===== config.mk =====
export PLATFORM = sky130hd
export DESIGN_NAME = pipeline_if_stage
export DESIGN_NICKNAME = d
export VERILOG_FILES = /design/src/rtl/pipeline_if_stage.sv
export SDC_FILE = /design/constraint.sdc
export NUM_CORES = 1
export LEC_CHECK = 0
export BUFFER_PORTS_ARGS = -buffer_cell sky130_fd_sc_hd__buf_2
export CORE_ASPECT_RATIO = 1.1
export CORE_MARGIN = 5
export CORE_UTILIZATION = 37
export CTS_BUF_LIST = sky130_fd_sc_hd__clkbuf_4 sky130_fd_sc_hd__clkbuf_8 sky130_fd_sc_hd__clkbuf_16
export CTS_CLUSTER_DIAMETER = 150
export DETAILED_ROUTE_END_ITERATION = 16
export HOLD_SLACK_MARGIN = 0.15
export PLACE_DENSITY = 0.66
export SYNTH_ARGS = -nofsm -noshare
export SYNTH_HDL_FRONTEND = slang
export SYNTH_SLANG_ARGS = --single-unit

===== constraint.sdc =====
create_clock -name clk -period 1.91 [get_ports clk]
set_input_delay 0.0955 -clock clk [delete_from_list [all_inputs] [get_ports clk]]
set_output_delay 0.0955 -clock clk [all_outputs]
set_load 0.05 [all_outputs]

===== src/rtl/pipeline_if_stage.sv =====
// pipeline_if_stage
// Instruction-fetch stage and IF/ID pipeline register for the 5-stage MIPS
// pipeline. The stage owns the fetch PC and runs the request/ready handshake
// with instruction memory. It presents the fetched word and its PC to ID.
// It follows ID's hold (shouldStall) and redirect (shouldJumpOrBranch)
// controls. A redirect takes priority over a hold.
//
// Ports:
//   clk, rst            - clock; synchronous active-high reset
//   shouldStall         - ID requests IF/ID hold; fetched data is not consumed
//   shouldJumpOrBranch  - ID requests redirect to jumpTarget and a squash
//   jumpTarget[31:0]    - redirect target computed in ID
//   imem_req            - fetch request, held until imem_ready
//   imem_addr[31:0]     - fetch address (fetch PC), stable while imem_req=1
//   imem_rdata[31:0]    - instruction word, valid with imem_ready
//   imem_ready          - access completes this cycle
//   id_instruction/id_pc/id_valid - IF/ID register contents
//   if_state[1:0]       - FSM state (IDLE=0, WAIT=1, HOLD=2, KILL=3)
module pipeline_if_stage #(
  parameter logic [31:0] RESET_PC = 32'h0000_0000,
  parameter logic [31:0] BUBBLE   = 32'h0000_0000
) (
  input  logic        clk,
  input  logic        rst,
  input  logic        shouldStall,
  input  logic        shouldJumpOrBranch,
  input  logic [31:0] jumpTarget,
  output logic        imem_req,
  output logic [31:0] imem_addr,
  input  logic [31:0] imem_rdata,
  input  logic        imem_ready,
  output logic [31:0] id_instruction,
  output logic [31:0] id_pc,
  output logic        id_valid,
  output logic [1:0]  if_state
);

  typedef enum logic [1:0] {
    S_IDLE = 2'd0,
    S_WAIT = 2'd1,
    S_HOLD = 2'd2,
    S_KILL = 2'd3
  } if_state_e;

  if_state_e   state_q, state_d;
  logic [31:0] fetch_pc_q, fetch_pc_d;
  logic [31:0] redirect_pc_q, redirect_pc_d;
  logic [31:0] buf_instr_q, buf_instr_d;
  logic [31:0] buf_pc_q, buf_pc_d;
  logic [31:0] id_instruction_q, id_instruction_d;
  logic [31:0] id_pc_q, id_pc_d;
  logic        id_valid_q, id_valid_d;
  logic        imem_req_q, imem_req_d;

  // The FSM signals that a fresh word should enter IF/ID this edge.
  logic        load_s;
  logic [31:0] load_instr_s;
  logic [31:0] load_pc_s;

  // Next-state logic: fetch FSM, fetch PC, redirect PC and hold buffer
  always_comb begin
    state_d       = state_q;
    fetch_pc_d    = fetch_pc_q;
    redirect_pc_d = redirect_pc_q;
    buf_instr_d   = buf_instr_q;
    buf_pc_d      = buf_pc_q;
    load_s        = 1'b0;
    load_instr_s  = BUBBLE;
    load_pc_s     = fetch_pc_q;
    case (state_q)
      S_IDLE: begin
        state_d = S_WAIT;
      end
      S_WAIT: begin
        if (shouldJumpOrBranch && imem_ready) begin
          // The completing word belongs to the wrong path: discard it.
          fetch_pc_d = jumpTarget;
        end else if (shouldJumpOrBranch) begin
          // The access is in flight and cannot be cancelled. Park the target
          // until memory answers.
          redirect_pc_d = jumpTarget;
          state_d       = S_KILL;
        end else if (imem_ready && !shouldStall) begin
          load_s       = 1'b1;
          load_instr_s = imem_rdata;
          load_pc_s    = fetch_pc_q;
          fetch_pc_d   = fetch_pc_q + 32'd4;
        end else if (imem_ready) begin
          buf_instr_d = imem_rdata;
          buf_pc_d    = fetch_pc_q;
          fetch_pc_d  = fetch_pc_q + 32'd4;
          state_d     = S_HOLD;
        end else begin
          state_d = S_WAIT;
        end
      end
      S_HOLD: begin
        if (shouldJumpOrBranch) begin
          buf_instr_d = BUBBLE;
          buf_pc_d    = RESET_PC;
          fetch_pc_d  = jumpTarget;
          state_d     = S_WAIT;
        end else if (!shouldStall) begin
          load_s       = 1'b1;
          load_instr_s = buf_instr_q;
          load_pc_s    = buf_pc_q;
          state_d      = S_WAIT;
        end else begin
          state_d = S_HOLD;
        end
      end
      S_KILL: begin
        if (shouldJumpOrBranch) begin
          redirect_pc_d = jumpTarget;
        end else begin
          redirect_pc_d = redirect_pc_q;
        end
        if (imem_ready) begin
          // A redirect arriving on the completion cycle is newer than the
          // parked target.
          fetch_pc_d = shouldJumpOrBranch ? jumpTarget : redirect_pc_q;
          state_d    = S_WAIT;
        end else begin
          state_d = S_KILL;
        end
      end
      default: begin
        state_d = S_IDLE;
      end
    endcase
  end

  // IF/ID register next value: the redirect squashes, a stall holds, and an
  // idle edge injects a bubble so that ID never re-executes a word.
  always_comb begin
    id_instruction_d = id_instruction_q;
    id_pc_d          = id_pc_q;
    id_valid_d       = id_valid_q;
    if (shouldJumpOrBranch) begin
      id_instruction_d = BUBBLE;
      id_valid_d       = 1'b0;
    end else if (shouldStall) begin
      id_instruction_d = id_instruction_q;
    end else if (load_s) begin
      id_instruction_d = load_instr_s;
      id_pc_d          = load_pc_s;
      id_valid_d       = 1'b1;
    end else begin
      id_instruction_d = BUBBLE;
      id_valid_d       = 1'b0;
    end
  end

  // The request is registered from the next state. It is high while an
  // access is outstanding.
  always_comb begin
    if ((state_d == S_WAIT) || (state_d == S_KILL)) begin
      imem_req_d = 1'b1;
    end else begin
      imem_req_d = 1'b0;
    end
  end

  // State and pipeline registers with synchronous reset
  always_ff @(posedge clk) begin
    if (rst) begin
      state_q          <= S_IDLE;
      fetch_pc_q       <= RESET_PC;
      redirect_pc_q    <= RESET_PC;
      buf_instr_q      <= BUBBLE;
      buf_pc_q         <= RESET_PC;
      id_instruction_q <= BUBBLE;
      id_pc_q          <= RESET_PC;
      id_valid_q       <= 1'b0;
      imem_req_q       <= 1'b0;
    end else begin
      state_q          <= state_d;
      fetch_pc_q       <= fetch_pc_d;
      redirect_pc_q    <= redirect_pc_d;
      buf_instr_q      <= buf_instr_d;
      buf_pc_q         <= buf_pc_d;
      id_instruction_q <= id_instruction_d;
      id_pc_q          <= id_pc_d;
      id_valid_q       <= id_valid_d;
      imem_req_q       <= imem_req_d;
    end
  end

  assign imem_req       = imem_req_q;
  assign imem_addr      = fetch_pc_q;
  assign id_instruction = id_instruction_q;
  assign id_pc          = id_pc_q;
  assign id_valid       = id_valid_q;
  assign if_state       = state_q;

endmodule


==> flow_metrics.tcl, run 1 <==
set metrics [dict create \
    port_buffers 168 \
    powerDensity_nw_per_um2 754 \
    end_kind "flip-flop" \
    cts.sinks 195 \
    layout-area-overhead-vs-synth_pct 41.8 \
    worstHoldPathType "in -> reg" \
    drtAntennaViolNets 0 \
    syn-cell-area_um2 9270 \
    worst_r2r_startpoint "if_state[0]" \
    layout_common_cells "171 x dfxtp_1, 167 x buf_2, 151 x nand2_1" \
    syn_avg_cell_area_um2 8.44 \
    maxCapViolCount 0 \
    violations "setup timing" \
    die_y_um 176 \
    fin_crit_ns 1.96 \
    final.setup_skew_ns 0.00898 \
    clock_latency_ns 0.43 \
    viasPerCell 5.54 \
    place_hpwl_um 19800 \
    synth_seq_cells 195 \
    numCtsBuffers 17 \
    ir_worst_vdd_uv 384 \
    dr.pass1.iters 5 \
    coreArea_um2 24500 \
    placed_area_um2 11100 \
    clk_pin_slew_ns 0.07 \
    fin_nets 1460 \
    synthCells 1099 \
    totalPowerFinal_mw 9.91 \
    die_area_um2 28300 \
    ys.flop_type "dfxtp_1" \
    final_core_utilization 0.536 \
    cp_data_required_time_ns 2.28 \
    wl_per_cell_um 18.3 \
    instances_no_fill 1713 \
    grt_start_max_net_pins 71 \
    grt_pass1_wl_um 46500 \
    status "finished, violations left" \
    timing.fmax_mhz 511 \
    synth-edff-count 0 \
    arrival_ns 2.32 \
    rows 60 \
    ys_warn_count 0 \
    grt_pass1_vias 8892 \
    cts_max_level 4 \
    drv_slew 0 \
    io_pins 169 \
    num_vias 9485 \
    startpoint_type "flip-flop" \
    num-fill-cells 2270 \
    die_w_um 161 \
    dp.cells 1574 \
    rsz0062_at_grt "yes" \
    synthArstFlopShare 0 \
    layout-drive-gt1-share 0.333 \
    finalSetupViolCount 52 \
    worstPathMaxFanout 9 \
    synth_nets 1173 \
    final_area_um2 13100 \
    seq_area_frac_synth 0.421 \
    totalWireLength_um 31300 \
    synth_cell_types 64 \
    gp_congestion 0.894 \
    cts_tree "done" \
    slew_headroom 0.638 \
    leakage_nw 4.98 \
    start_util 0.378 \
    track_usage 0.198 \
    drcViolationCount 0 \
    clockBufferDepth 2 \
    finalHoldViolCount 0 \
    worst_pin_slew_ns 0.542 \
    globalRouteOverflowTotal 0 \
    period_share 1.03 \
    antenna_found_initial 3 \
    final_common_cell "dfxtp_1" \
    cts_root_buffer "clkbuf_16" \
    min_from "shouldStall" \
    drt_iter0_drc 785 \
    fin_ws_ns -0.0483 \
    crit_start "if_state[0]" \
    critical_path_class "reg -> reg" \
]
## synth_stat cells, drive strengths merged, types with 7 or more instances
library cell / number / area (um2)
buf: 36 / 178
a211oi: 38 / 290
a21oi: 123 / 616
nor3: 9 / 45.0
nand4: 7 / 43.8
or3: 10 / 62.6
mux2: 33 / 372
nor2: 90 / 338
a221o: 7 / 70.1
o21ai: 28 / 140
nor4: 9 / 71.3
clkbuf: 72 / 270
mux2i: 33 / 330
nand2: 154 / 586
nand3: 17 / 85.1
nand3b: 60 / 450
dfxtp: 195 / 3900
inv: 9 / 33.8
a221oi: 7 / 61.3
a22oi: 45 / 338
a22o: 40 / 350
## kinds of logic after synthesis
logic type / share of synthesized area
AND/OR/NAND/NOR: 0.209
AO/OA/AOI/OAI: 0.234
flip-flops: 0.421
buffers and inverters: 0.0520
multiplexers: 0.0757
adder cells (fa/ha/maj): 0.00675
XOR/XNOR: 0.00189
## where the power goes
part | total, mW | internal [mW] | switching [mW]
clock network | 3.65 | 1.97 | 1.68
registers | 4.31 | 4.20 | 0.113
logic | 1.95 | 0.811 | 1.14
total | 9.91 | 6.98 | 2.93
## path summary, 6_finish.rpt
check	endpoint	cells past startpoint	slack [ns]
min	if_state[1]	4	0.24
max	buf_instr_q[5]	10	-0.05
max reg2reg	buf_instr_q[5]	10	-0.05
min reg2reg	buf_instr_q[25]	2	0.45
## flip-flops by register name, summed over array words and instances (netlist names)
signal	cells
buf_pc_q	32
id_instruction	32
if_state	2
id_pc	32
redirect_pc_q	32
imem_addr	32
id_valid	1
buf_instr_q	32
## metrics by stage
stage / setup TNS [ns] / hold slack [ns] / setup slack [ns]
2_1_floorplan: -0.799 / 0.231 / -0.0763
3_3_place_gp: 0 / 0.356 / 0.00956
3_5_place_dp: -0.291 / 0.365 / -0.0579
4_1_cts: -0.561 / 0.206 / -0.0448
5_1_grt: -6.23 / 0.276 / -0.113
6_report: -0.734 / 0.241 / -0.0483
## critical path: stages, from the launching register on
cell and delay [ns]:
dfxtp_4 0.39, inv_4 0.05, ha_4 0.18, buf_6 0.14, buf_4 0.15, buf_12 0.12, o32ai_4 0.24, buf_12 0.21
clkbuf_16 0.17, nand3b_1 0.09, a21oi_2 0.14
## per-layer routing
| layer | routed length [um] | GRT usage | part of all wire |
|---|---|---|---|
| met5 | 0 | 0 | 0 |
| met4 | 881 | 0.0661 | 0.028 |
| met3 | 1520 | 0.0318 | 0.048 |
| met2 | 15100 | 0.331 | 0.48 |
| met1 | 13800 | 0.261 | 0.44 |
## what timing repair did
| item | CTS | global route |
|---|---|---|
| hold buffers | 65 | 0 |
| cloned | 0 | 12 |
| endpoints found under the hold margin | 115 | 0 |
| resized for setup | 6 | 77 |
| endpoints found under the setup margin | 65 | 146 |
| pin swaps | 1 | 25 |
| setup buffers | 1 | 27 |
## area by class of cell
type                            instances  area (um2)  area share
Tap cell                              310         388      0.0295
Timing Repair Buffer                  375        2940       0.224
Clock buffer                           18         433      0.0329
Inverter                                9        36.3     0.00276
Clock inverter                         14         151      0.0115
Multi-Input combinational cell        788        5230       0.398
Antenna cell                            4        10.0    0.000761
Sequential cell                       195        3960       0.301
No activity file was read; power rests on OpenSTA's default activity.
==> inputs of run 2 (changes only) <==
--- a/config.mk
+++ b/config.mk
@@ -13,7 +13,7 @@
 export CTS_CLUSTER_DIAMETER = 150
 export DETAILED_ROUTE_END_ITERATION = 16
 export HOLD_SLACK_MARGIN = 0.15
-export PLACE_DENSITY = 0.66
+export PLACE_DENSITY = 0.64
 export SYNTH_ARGS = -nofsm -noshare
 export SYNTH_HDL_FRONTEND = slang
 export SYNTH_SLANG_ARGS = --single-unit
==> constraint.sdc (replaced) <==
create_clock -name clk -period 2.3 [get_ports clk]
set_input_delay 0.115 -clock clk [delete_from_list [all_inputs] [get_ports clk]]
set_output_delay 0.115 -clock clk [all_outputs]
set_load 0.05 [all_outputs]
==> flow_metrics.tcl, run 2 (synthesized netlist as in run 1, its figures left out) <==
set metrics [dict create \
    critical_path_class "reg -> reg" \
    layout-area-overhead-vs-synth_pct 28.0 \
    fin_nets 1372 \
    port_buffers 168 \
    drcViolationCount 0 \
    worst_r2r_startpoint "if_state[0]" \
    worst_pin_slew_ns 0.683 \
    fin_ws_ns 0.139 \
    maxCapViolCount 0 \
    die_area_um2 28300 \
    dr.pass1.iters 6 \
    worstHoldPathType "in -> reg" \
    worstPathMaxFanout 23 \
    clock_latency_ns 0.43 \
    num_vias 9023 \
    gp_congestion 0.906 \
    slew_headroom 0.544 \
    totalWireLength_um 28900 \
    rsz0062_at_grt "no" \
    final_area_um2 11900 \
    clk_pin_slew_ns 0.07 \
    multi_input_area_um2 4940 \
    grt_pass1_vias 8674 \
    powerDensity_nw_per_um2 679 \
    start_util 0.378 \
    cts_max_level 4 \
    final_common_cell "dfxtp_1" \
    period_share 0.939 \
    coreArea_um2 24500 \
    io_pins 169 \
    cp_data_required_time_ns 2.65 \
    antenna_found_initial 1 \
    finalSetupViolCount 0 \
    place_worst_setup_slack_ns 0.151 \
    ir_worst_vdd_uv 372 \
    cts_root_buffer "clkbuf_16" \
    finalHoldViolCount 0 \
    fin_crit_ns 2.16 \
    final.setup_skew_ns 0.0103 \
    arrival_ns 2.51 \
    drv_slew 0 \
    crit_start "if_state[0]" \
    timing.fmax_mhz 463 \
    globalRouteOverflowTotal 0 \
    cts_tree "done" \
    whs_ns 0.204 \
    startpoint_type "flip-flop" \
    min_from "rst" \
    cts.sinks 195 \
    wl_per_cell_um 17.8 \
    grt_pass1_wl_um 46500 \
    placed_area_um2 10600 \
    track_usage 0.198 \
    die_y_um 176 \
    final_core_utilization 0.484 \
    end_kind "flip-flop" \
    drtAntennaViolNets 0 \
    post_cts_buffers 0 \
    layout-drive-gt1-share 0.240 \
    numCtsBuffers 17 \
    num-fill-cells 2385 \
    clockBufferDepth 2 \
    seq_area_um2 3910 \
    setup_tns_ns 0 \
    place_hpwl_um 19100 \
    rows 60 \
    leakage_nw 4.40 \
    layout_common_cells "189 x dfxtp_1, 167 x buf_2, 153 x nand2_1" \
    status "completed" \
    drt_iter0_drc 851 \
    grt_start_max_net_pins 79 \
    die_w_um 161 \
    viasPerCell 5.56 \
]
## run 2: cell types whose count changed in the layout (fill, tap and decap cells not counted), moves of 8 or more
| cell | change |
|---|---|
| o21ai_1 | -9 |
| a21oi_2 | -9 |
| buf_12 | -8 |
| buf_4 | -56 |
| dfxtp_1 | +18 |
| dfxtp_4 | -10 |
| a211oi_2 | -16 |
| dfxtp_2 | -8 |
| a21oi_1 | +9 |
| o21ai_0 | +9 |
| buf_6 | -12 |
| a211oi_1 | +17 |
## run 2: final cells by class
class / instances / share of cell area
Inverter: 9 / 0.00285
Timing Repair Buffer: 288 / 0.167
Clock buffer: 21 / 0.0389
Clock inverter: 11 / 0.0126
Multi-Input combinational cell: 787 / 0.416
Antenna cell: 2 / 0.000422
Sequential cell: 195 / 0.330
Tap cell: 310 / 0.0327
## run 2: per-stage QoR
step                power, mW  std cells
detailed placement       4.90       1525
CTS                      8.10       1621
floorplan                4.46       1099
global route             8.38       1622
global placement         4.88       1525
finish                   8.06       1623
## run 2: worst paths after layout
path	endpoint	slack, ns	depth (start not counted)
worst max register to register	imem_addr[29]	0.14	6
worst max-delay path	imem_addr[29]	0.14	6
worst min-delay path	redirect_pc_q[24]	0.20	2
worst min register to register	buf_pc_q[17]	0.45	2
## run 2: routing by layer
layer	part of all wire	wire length [um]	vias up	global-route usage
met2	0.49	14100	287	0.335
met3	0.066	1920	28	0.0383
met1	0.43	12500	4320	0.261
met4	0.014	410	0	0.0526
met5	0	0	-	0
li1	-	-	4388	-
## run 2: power by group
part	total (mW)	switching [mW]	internal [mW]
clock	3.14	1.35	1.79
combinational	1.31	0.822	0.487
sequential	3.61	0.121	3.49
total	8.06	2.29	5.77
## run 2: timing repair
item / CTS / global route
hold buffers: 64 / 0
endpoints found under the setup margin: 0 / 22
hold endpoints to repair: 104 / 0
resized for setup: 0 / 3
## run 2: critical path: stages, from the launching register on
cell and delay [ns]:
dfxtp_2 0.41, ha_1 0.28, buf_4 0.31, nor2b_1 0.21, a221oi_1 0.12, or4b_2 0.64, o211ai_1 0.10
